==> config.mk <==
export PLATFORM = sky130hd
export DESIGN_NAME = fpga_rst_seq
export DESIGN_NICKNAME = d
export VERILOG_FILES = /design/src/rtl/fpga_rst_seq.sv
export SDC_FILE = /design/constraint.sdc
export NUM_CORES = 1
export LEC_CHECK = 0
export ABC_CLOCK_PERIOD_IN_PS = 1700
export CAP_MARGIN = 30
export CORE_AREA = 8 8 69 71
export CTS_BUF_LIST = sky130_fd_sc_hd__clkbuf_8
export DETAILED_ROUTE_END_ITERATION = 10
export DIE_AREA = 0 0 77 79
export PLACE_DENSITY_LB_ADDON = 0.05
export SETUP_SLACK_MARGIN = 0.5
export SLEW_MARGIN = 30
export SYNTH_ARGS = -nofsm -noshare
export SYNTH_HDL_FRONTEND = slang
export SYNTH_SLANG_ARGS = --single-unit
export TNS_END_PERCENT = 50
==> constraint.sdc <==
create_clock -name sys_clk_i -period 1.7 [get_ports sys_clk_i]
set_input_delay 0.17 -clock sys_clk_i [delete_from_list [all_inputs] [get_ports sys_clk_i]]
set_output_delay 0.17 -clock sys_clk_i [all_outputs]
set_load 0.02 [all_outputs]
==> src/rtl/fpga_rst_seq.sv <==
// Power-up / soft-reset sequencer driving PCIe PERST#, Ethernet PHY reset and CPU core reset.
// Optional calibration-wait timeout into FAULT: define FPGA_RST_SEQ_CALIB_TO_EN.
module fpga_rst_seq #(
    parameter int unsigned PERST_CYC = 5000000,
    parameter int unsigned PHY_CYC   = 500000,
    parameter int unsigned CALIB_TO  = 16777215
) (
    input  logic       sys_clk_i,
    input  logic       sys_rstn,
    input  logic       enable,
    input  logic       cpu_go,
    input  logic       cpu_rst_req,
    input  logic       calib_done,
    output logic       perst_n,
    output logic       phy_rstn,
    output logic       cpu_rstn,
    output logic [2:0] seq_state,
    output logic       calib_timeout
);
    typedef enum logic [2:0] {
        StReset = 3'd0,
        StPerst = 3'd1,
        StCalib = 3'd2,
        StArmed = 3'd3,
        StPhy   = 3'd4,
        StRun   = 3'd5,
        StFault = 3'd6
    } state_e;

    localparam logic [23:0] PerstLast = 24'(PERST_CYC - 1);
    localparam logic [23:0] PhyLast   = 24'(PHY_CYC - 1);
    localparam logic [23:0] CalibLast = 24'(CALIB_TO - 1);
    localparam logic [23:0] CntMax    = 24'hFF_FFFF;

    state_e      state_q, state_d;
    logic [23:0] cnt_q, cnt_d;
    logic [1:0]  calib_sync_q;
    logic        calib_s;
    logic        perst_d, phy_d, cpu_d;
    logic        perst_q, phy_q, cpu_q;

    always_ff @(posedge sys_clk_i or negedge sys_rstn) begin
        if (!sys_rstn) begin
            calib_sync_q <= 2'b00;
        end else begin
            calib_sync_q <= {calib_sync_q[0], calib_done};
        end
    end

    assign calib_s = calib_sync_q[1];

    // Outputs are registered from the next state so they change together with seq_state.
    always_ff @(posedge sys_clk_i or negedge sys_rstn) begin
        if (!sys_rstn) begin
            state_q <= StReset;
            cnt_q   <= 24'd0;
            perst_q <= 1'b0;
            phy_q   <= 1'b0;
            cpu_q   <= 1'b0;
        end else begin
            state_q <= state_d;
            cnt_q   <= cnt_d;
            perst_q <= perst_d;
            phy_q   <= phy_d;
            cpu_q   <= cpu_d;
        end
    end

    always_comb begin
        state_d = state_q;
        if (!enable) begin
            state_d = StReset;
        end else begin
            case (state_q)
                StReset: state_d = StPerst;
                StPerst: if (cnt_q == PerstLast) state_d = StCalib;
                StCalib: begin
                    if (calib_s) begin
                        state_d = StArmed;
`ifdef FPGA_RST_SEQ_CALIB_TO_EN
                    end else if (cnt_q == CalibLast) begin
                        state_d = StFault;
`endif
                    end
                end
                StArmed: begin
                    if (!calib_s)    state_d = StCalib;
                    else if (cpu_go) state_d = StPhy;
                end
                StPhy: begin
                    if (!calib_s)             state_d = StCalib;
                    else if (cnt_q == PhyLast) state_d = StRun;
                end
                StRun: begin
                    if (!calib_s)         state_d = StCalib;
                    else if (cpu_rst_req) state_d = StArmed;
                end
                StFault: state_d = StFault;
                default: state_d = StReset;
            endcase
        end

        if (state_d != state_q) begin
            cnt_d = 24'd0;
        end else if (cnt_q == CntMax) begin
            cnt_d = cnt_q;
        end else begin
            cnt_d = cnt_q + 24'd1;
        end
    end

    always_comb begin
        perst_d = (state_d != StReset) && (state_d != StPerst);
        phy_d   = (state_d == StPhy) || (state_d == StRun);
        cpu_d   = (state_d == StRun);
    end

    assign perst_n   = perst_q;
    assign phy_rstn  = phy_q;
    assign cpu_rstn  = cpu_q;
    assign seq_state = state_q;

`ifdef FPGA_RST_SEQ_CALIB_TO_EN
    logic timeout_q;

    // Sticky: only sys_rstn clears it, leaving FAULT through enable does not.
    always_ff @(posedge sys_clk_i or negedge sys_rstn) begin
        if (!sys_rstn) begin
            timeout_q <= 1'b0;
        end else if (state_d == StFault) begin
            timeout_q <= 1'b1;
        end
    end

    assign calib_timeout = timeout_q;
`else
    logic unused_calib_to;

    assign unused_calib_to = ^CalibLast;
    assign calib_timeout   = 1'b0;
`endif

endmodule

==> results by group, run 1 <==
CTS
  • H-tree levels: 2
  • Num Clock Sinks: 32
  • Clk Tree Root Cell: clkbuf_8
  • Clk slew on worst S/H paths: ~70 ps
  • Clk Latency, worst-skew pair: 280 ps
  • TritonCTS clock tree: yes
  • TritonCTS Buffers: 5
  • Clock Path Buffers: 2

Worst hold path
  • Worst hold-check path type: primary input to asynchronous set/reset pin

Setup path
  • Arrival time at the worst endpoint: between 2000 and 2500 ps
  • Critical path class: flop to flop
  • CP required: 1870 ps
  • Crit start category: flop
  • CP max FO: 3
  • CP endpoint kind: flop

Synthesis
  • Post-synthesis compound-gate area fraction: 0.128
  • Seq/Total Area, Yosys: 0.413
  • Largest family of logic cells by synthesized area: simple AND/OR/NAND/NOR gates
  • Synth Area in Simple Gates: 0.336
  • Post-synthesis xor/xnor area fraction: 0.0768
  • Syn Inst Count: 211
  • Synth cell types: 53
  • Adder-cell share of the synthesized area: 0.00646
  • Mux cell area share after synthesis: 0.00516
  • Syn avg cell area: ~9.2 µm²
  • Mapped cell area: between 1500 and 2000 µm²
  • Yosys reg bits: 32
  • Synth warn: 0
  • Post-synthesis net count: between 200 and 250
  • Area contributors post-synth: dfrtp_1 (41%), xnor2_1 (6.3%), nor2_1 (4.8%)
  • Post-synth top area share: 0.413
  • Area leader, netlist: dfrtp_1

Global routing
  • Largest net degree at the start of global routing: 33
  • Global-route wire length before repair: between 9000 and 10000 µm
  • Antenna violations before repair: 0
  • Vias in the first global route: 1956
  • Congestion Overflow GR: 0
  • Total global-route track usage: 0.182

Flow run
  • Max cap viols: 0

Floorplanning
  • Io pins: 13
  • Initial core utilization: 0.510
  • Row count: 23
  • Die X: 77 µm
  • Core area: 3800 µm²
  • Die Ht: approximately 79 µm
  • Die ar.: about 6100 µm²

Detailed routing
  • Wire per inst: approximately 16 µm
  • Routed Antenna Nets: 0
  • DRT Wirelength: 5490 µm
  • Routed vias/inst: slightly below 6
  • Vias: a little under 2000
  • TritonRoute pass-1 iters: 4
  • Initial DRC Count: 96
  • Post-route DRC: 0

Status
  • Status: finished, violations left
  • Failing checks: negative setup slack

Timing
  • WHS: around 280 ps
  • RSZ-0062 raised after global routing: true
  • Worst setup margin: -160 ps
  • Final Hold Vio Count: 0
  • Period utilization: 1.09
  • Final setup viols: 29
  • Tmin final: about 1900 ps
  • Worst clock skew: approximately 7.4 ps
  • Max-slew violations: 0
  • Achievable Freq: about 0.54 GHz

Power
  • Power per cell area: 559 nW/µm²
  • Max IR drop VDD: about 0.38 mV
  • Final Total Pwr: roughly 1.6 mW
  • Pleak: about 1.2 nW

Layout
  • Layout cells sized above 1: 0.463
  • Layout area overhead: 47.8%
  • Sequential cell area: slightly above 800 µm²
  • Footprint of the multi-input gates: roughly 1200 µm²
  • Fill cell count: around 270
  • Antenna fix cells: 0
  • Final net count: between 200 and 300
  • Design area: around 2900 µm²
  • Most frequent cells in the layout: buf_4 (52), dfrtp_1 (22), nor2_1 (14), xnor2_1 (14)
  • Commonest non-fill, non-tap cell in the layout: buf_4

Placement
  • Port buffer count: 11
  • HPWL Detailed: 3950 µm
  • DP Area: 2550 µm²
  • GP Congestion: slightly below 1
## timing repair
action / in CTS / in global routing
gates resized for setup: 52 / 19
gates cloned: 1 / 0
hold buffers: 0 / 0
hold endpoints to repair: 0 / 0
buffers inserted: 3 / 2
pin swaps: 11 / 12
setup endpoints to repair: 36 / 32
## cell families after synthesis
kind of cell | after synthesis
other | 1
adders and majority gates | 1
buffers and inverters | 12
and+or+nand+nor | 108
DFF | 32
muxes | 1
AOI/OAI and AO/OA | 39
xor gates and xnor gates | 17
## cell type report
| class | count | share of cell area |
|---|---|---|
| clock inverter | 2 | 0.00393 |
| clock buffer | 6 | 0.0288 |
| tap | 50 | 0.0218 |
| inverter | 2 | 0.00262 |
| timing repair buffer | 76 | 0.232 |
| sequential | 32 | 0.284 |
| multi-input combinational | 167 | 0.426 |
## stage by stage
step | TNS, ps | setup WS (ps) | utilization | std cells
after detailed placement | -5750 | -257 | 0.671 | 321
after global placement | -4300 | -194 | 0.671 | 321
after floorplan | 0 | 11.3 | - | 211
after global routing | -5690 | -236 | 0.754 | 335
after CTS | -3810 | -154 | 0.733 | 333
final | -3510 | -160 | 0.754 | 335
## layer usage
| layer | vias up | track usage | share of wire |
|---|---|---|---|
| li1 | 925 | - | - |
| met1 | 958 | 0.216 | 0.41 |
| met2 | 61 | 0.315 | 0.52 |
| met3 | 13 | 0.0361 | 0.042 |
| met4 | 0 | 0.0811 | 0.024 |
| met5 | - | 0 | 0 |
## synth_stat cells, drive strengths merged
cell type	instances
a21oi	16
a31oi	1
and2	3
and3	9
and3b	1
and4	2
and4b	3
buf	6
clkbuf	4
conb	1
dfrtp	32
ha	1
inv	2
mux2i	1
nand2	16
nand2b	1
nand3	10
nand3b	1
nand4	10
nor2	26
nor2b	2
nor3	5
nor4	8
nor4b	2
nor4bb	1
o211ai	4
o21a	2
o21ai	9
o21bai	1
o22a	1
o31ai	4
o32a	1
or2	1
or3	1
or3b	1
or4	5
xnor2	14
xor2	3
## where the power goes
| part | leakage (nW) | switching (mW) | internal, mW |
|---|---|---|---|
| Clock | 0.0486 | 0.278 | 0.323 |
| Combinational | 0.769 | 0.0988 | 0.111 |
| Sequential | 0.420 | 0.0125 | 0.777 |
## final timing paths
path,startpoint,end,slack (ps),cells after the start
worst min-delay path,sys_rstn,cnt_q[16],280,2
worst max register to register,cnt_q[21],cpu_rstn,-160,6
worst min register to register,calib_sync_q[0],calib_sync_q[1],350,0
worst max-delay path,cnt_q[21],cpu_rstn,-160,6
min in group sys_clk_i,calib_done,calib_sync_q[0],340,1
max in group asynchronous,sys_rstn,seq_state[1],1080,2
## flip-flops by register name, summed over array words and instances (netlist names)
register / cells
calib_sync_q: 2
perst_n: 1
seq_state: 3
phy_rstn: 1
cpu_rstn: 1
cnt_q: 24
## critical path, stage by stage (launching register included)
cell and delay [ps]:
dfrtp_1 430, nor4_4 380, nand3_1 160, buf_4 170, nor4_1 310, nor4_1 130, and2_1 180
Note: power is estimated with default switching activity, not from simulation.
==> run 2: changes to the inputs <==
--- a/config.mk
+++ b/config.mk
@@ -5,12 +5,14 @@
 export SDC_FILE = /design/constraint.sdc
 export NUM_CORES = 1
 export LEC_CHECK = 0
-export ABC_CLOCK_PERIOD_IN_PS = 1700
+export ABC_CLOCK_PERIOD_IN_PS = 2100
 export CAP_MARGIN = 30
-export CORE_AREA = 8 8 69 71
+export CORE_AREA = 8 8 66 68
 export CTS_BUF_LIST = sky130_fd_sc_hd__clkbuf_8
 export DETAILED_ROUTE_END_ITERATION = 10
-export DIE_AREA = 0 0 77 79
+export DIE_AREA = 0 0 74 76
+export GPL_TIMING_DRIVEN = 0
+export HOLD_SLACK_MARGIN = 0.12
 export PLACE_DENSITY_LB_ADDON = 0.05
 export SETUP_SLACK_MARGIN = 0.5
 export SLEW_MARGIN = 30
==> constraint.sdc (replaced) <==
create_clock -name sys_clk_i -period 2.1 [get_ports sys_clk_i]
set_input_delay 0.21 -clock sys_clk_i [delete_from_list [all_inputs] [get_ports sys_clk_i]]
set_output_delay 0.21 -clock sys_clk_i [all_outputs]
set_load 0.02 [all_outputs]
==> run 2 against run 1 <==
  * The run now ends clean
  * Cell count is 11% lower
  * Design area is 12% lower
  * Core utilization shrank 2.4 points
  * Sequential power is 19% lower
  * Clock skew about the same
  * Critical path depth did not move
  * Sequential share of layout area up 4.1 points
  * Power down 21%
  * Combinational power decreased by 33%
  * Worst hold slack better by 73 ps
  * Highest routed layer unchanged
==> results by group, run 2 (synthesized netlist as in run 1, its figures left out) <==
Status
  • Status: completed

Placement
  • Port buffer count: 11 (unchanged)
  • HPWL Detailed: 3280 µm (-17%)
  • Pre-CTS WS: 65.5 ps (+323 ps)
  • DP Area: 2160 µm² (-15%)
  • Placed insts: 270 (-16%)
  • GP Congestion: 0.899 (-7.5%)

Power
  • P_sw: 0.319 mW (-18%)
  • Power per cell area: 506 nW/µm² (-9.4%)
  • Clock Power Share: 0.387 (+0.012)
  • Comb pwr share: 0.110 (-0.021)
  • Final Total Pwr: 1.27 mW (-21%)
  • Pleak: 1.02 nW (-18%)
  • Reg power frac: 0.503 (+0.010)
  • Internal power: 0.952 mW (-21%)
  • Max IR drop VDD: 0.352 mV (-8.3%)
  • Net Sw Frac: 0.251 (+0.00765)

Floorplanning
  • Initial core utilization: 0.563 (+0.0531)
  • Io pins: 13 (unchanged)
  • Row count: 22 (-4.3%)
  • Core area: 3440 µm² (-9.4%)
  • Die ar.: 5620 µm² (-7.5%)
  • Die Ht: 76 µm (-3.8%)
  • Die X: 74 µm (-3.9%)

Setup path
  • Arrival time at the worst endpoint: 2090 ps (+60 ps)
  • CP Launch Point: cnt_q[20]
  • Critical path class: flop to flop
  • CP max FO: 6 (+3)
  • CP required: 2280 ps (+410 ps)
  • CP endpoint kind: flop
  • Worst reg2reg startpoint: cnt_q[20]
  • Crit start category: flop

Detailed routing
  • DRT Wirelength: 5160 µm (-6.1%)
  • Post-route DRC: 0 (unchanged)
  • Routed vias/inst: 6.15 (+5.4%)
  • Vias: 1834 (-6.3%)
  • Wire per inst: 17.3 µm (+5.5%)
  • TritonRoute pass-1 iters: 4 (unchanged)
  • Initial DRC Count: 213 (+120%)
  • Routed Antenna Nets: 0 (unchanged)

Layout
  • Largest reg by FF count: cnt_q
  • Post-Layout Cell Count: 298 (-11%)
  • Post-layout util: 0.729 (-0.0245)
  • Most frequent cells in the layout: dfrtp_1 (21), buf_4 (19), nand2_1 (15), nor2_1 (15)
  • Commonest non-fill, non-tap cell in the layout: dfrtp_1
  • Final net count: 256 (-12%)
  • Max FFs per register: 24 (unchanged)
  • Design area: 2510 µm² (-12%)
  • Layout cells sized above 1: 0.348 (-0.115)
  • Layout area overhead: 29.5%
  • Antenna fix cells: 0 (unchanged)

CTS
  • Clk slew on worst S/H paths: 70 ps (about the same)
  • H-tree levels: 2 (unchanged)
  • Clock Path Buffers: 2 (unchanged)
  • TritonCTS clock tree: yes
  • Clk Latency, worst-skew pair: 290 ps (about the same)
  • Num Clock Sinks: 32 (unchanged)
  • Clk Tree Root Cell: clkbuf_8
  • TritonCTS Buffers: 5 (unchanged)

Timing
  • Final setup viols: 0 (-100%)
  • RSZ-0062 raised after global routing: true
  • Worst clock skew: 7.56 ps (+0.115 ps)
  • Worst slew pin tran: roughly 720 ps
  • Max-slew violations: 0 (unchanged)
  • Worst setup margin: 192 ps (+352 ps)
  • WHS: 354 ps (+72.7 ps)
  • Slew HR: 0.518
  • Period utilization: 0.909 (-0.185)
  • Setup TNS Final: 0 ps (+3510 ps)
  • Final Hold Vio Count: 0 (unchanged)
  • Achievable Freq: 0.524 GHz (-2.5%)
  • Tmin final: 1910 ps (+48.2 ps)

Global routing
  • Antenna violations before repair: 0 (unchanged)
  • Global-route wire length before repair: 8420 µm (-7.8%)
  • Vias in the first global route: 1797 (-8.1%)
  • Largest net degree at the start of global routing: 33 (unchanged)
  • Congestion Overflow GR: 0 (unchanged)
  • Total global-route track usage: 0.189 (+0.00703)

Flow run
  • Max cap viols: 0 (unchanged)

Worst hold path
  • Hold Startpoint: calib_sync_q[0]
  • Worst hold-check path type: flop to flop
run 2: cell count changes in the layout (fill, tap and decap cells not counted), moves of 3 or more:
cell | before | now
a21oi_1 | 10 | 14
dlygate4sd2_1 | 3 | 0
clkdlybuf4s50_1 | 5 | 10
buf_4 | 52 | 19
a21oi_2 | 6 | 2
buf_6 | 13 | 6
run 2: layer usage:
layer / track usage / vias up / share of wire
li1: - / 847 / -
met3: 0.0408 / 11 / 0.070
met4: 0.0880 / 0 / 0.024
met2: 0.294 / 79 / 0.49
met5: 0 / - / 0
met1: 0.240 / 897 / 0.41
run 2: path summary, 6_finish.rpt:
check | to | slack, ps | cells past startpoint
setup / recovery | cnt_q[14] | 190 | 6
hold / removal | calib_sync_q[1] | 350 | 0
setup reg to reg | cnt_q[14] | 190 | 6
hold reg to reg | calib_sync_q[1] | 350 | 0
max in group asynchronous | seq_state[1] | 1080 | 2
min in group asynchronous | cnt_q[15] | 500 | 2
run 2: repair_timing:
action                     CTS  global route
hold buffers                 1             0
hold endpoints to repair    32             0
pin swaps                   13             4
cloned                       2             0
setup endpoints to repair   29            29
buffers inserted            14             3
gates resized for setup     23            16
run 2: layout make-up:
type,instances,area [µm²]
Multi-Input combinational cell,167,1190
Fill cell,249,931
Sequential cell,32,815
Timing Repair Buffer,31,269
Clock buffer,6,82.6
Buffer,10,78.8
Tap cell,48,60.1
Clock inverter,2,7.51
Inverter,2,7.51
run 2: power groups by stage:
stage | clock network, mW | registers [mW] | logic (mW)
3_3_place_gp | 0 | 0.651 | 0.0983
6_report | 0.492 | 0.640 | 0.140
4_1_cts | 0.493 | 0.639 | 0.130
2_1_floorplan | 0 | 0.651 | 0.0598
3_5_place_dp | 0 | 0.652 | 0.0999
5_1_grt | 0.521 | 0.641 | 0.154
run 2: critical path, cell delays in order (launching register included):
cell      delay [ps]
dfrtp_2          450
nor4_4           420
nand3_2          130
o21a_1           240
o211ai_4         310
buf_6            200
nor2_1            50
==> run 3: changes to the inputs <==
--- a/config.mk
+++ b/config.mk
@@ -5,7 +5,6 @@
 export SDC_FILE = /design/constraint.sdc
 export NUM_CORES = 1
 export LEC_CHECK = 0
-export ABC_CLOCK_PERIOD_IN_PS = 2100
 export CAP_MARGIN = 30
 export CORE_AREA = 8 8 66 68
 export CTS_BUF_LIST = sky130_fd_sc_hd__clkbuf_8
==> results of run 3 <==
Final layout, timing and power as in run 2 (identical DEF).
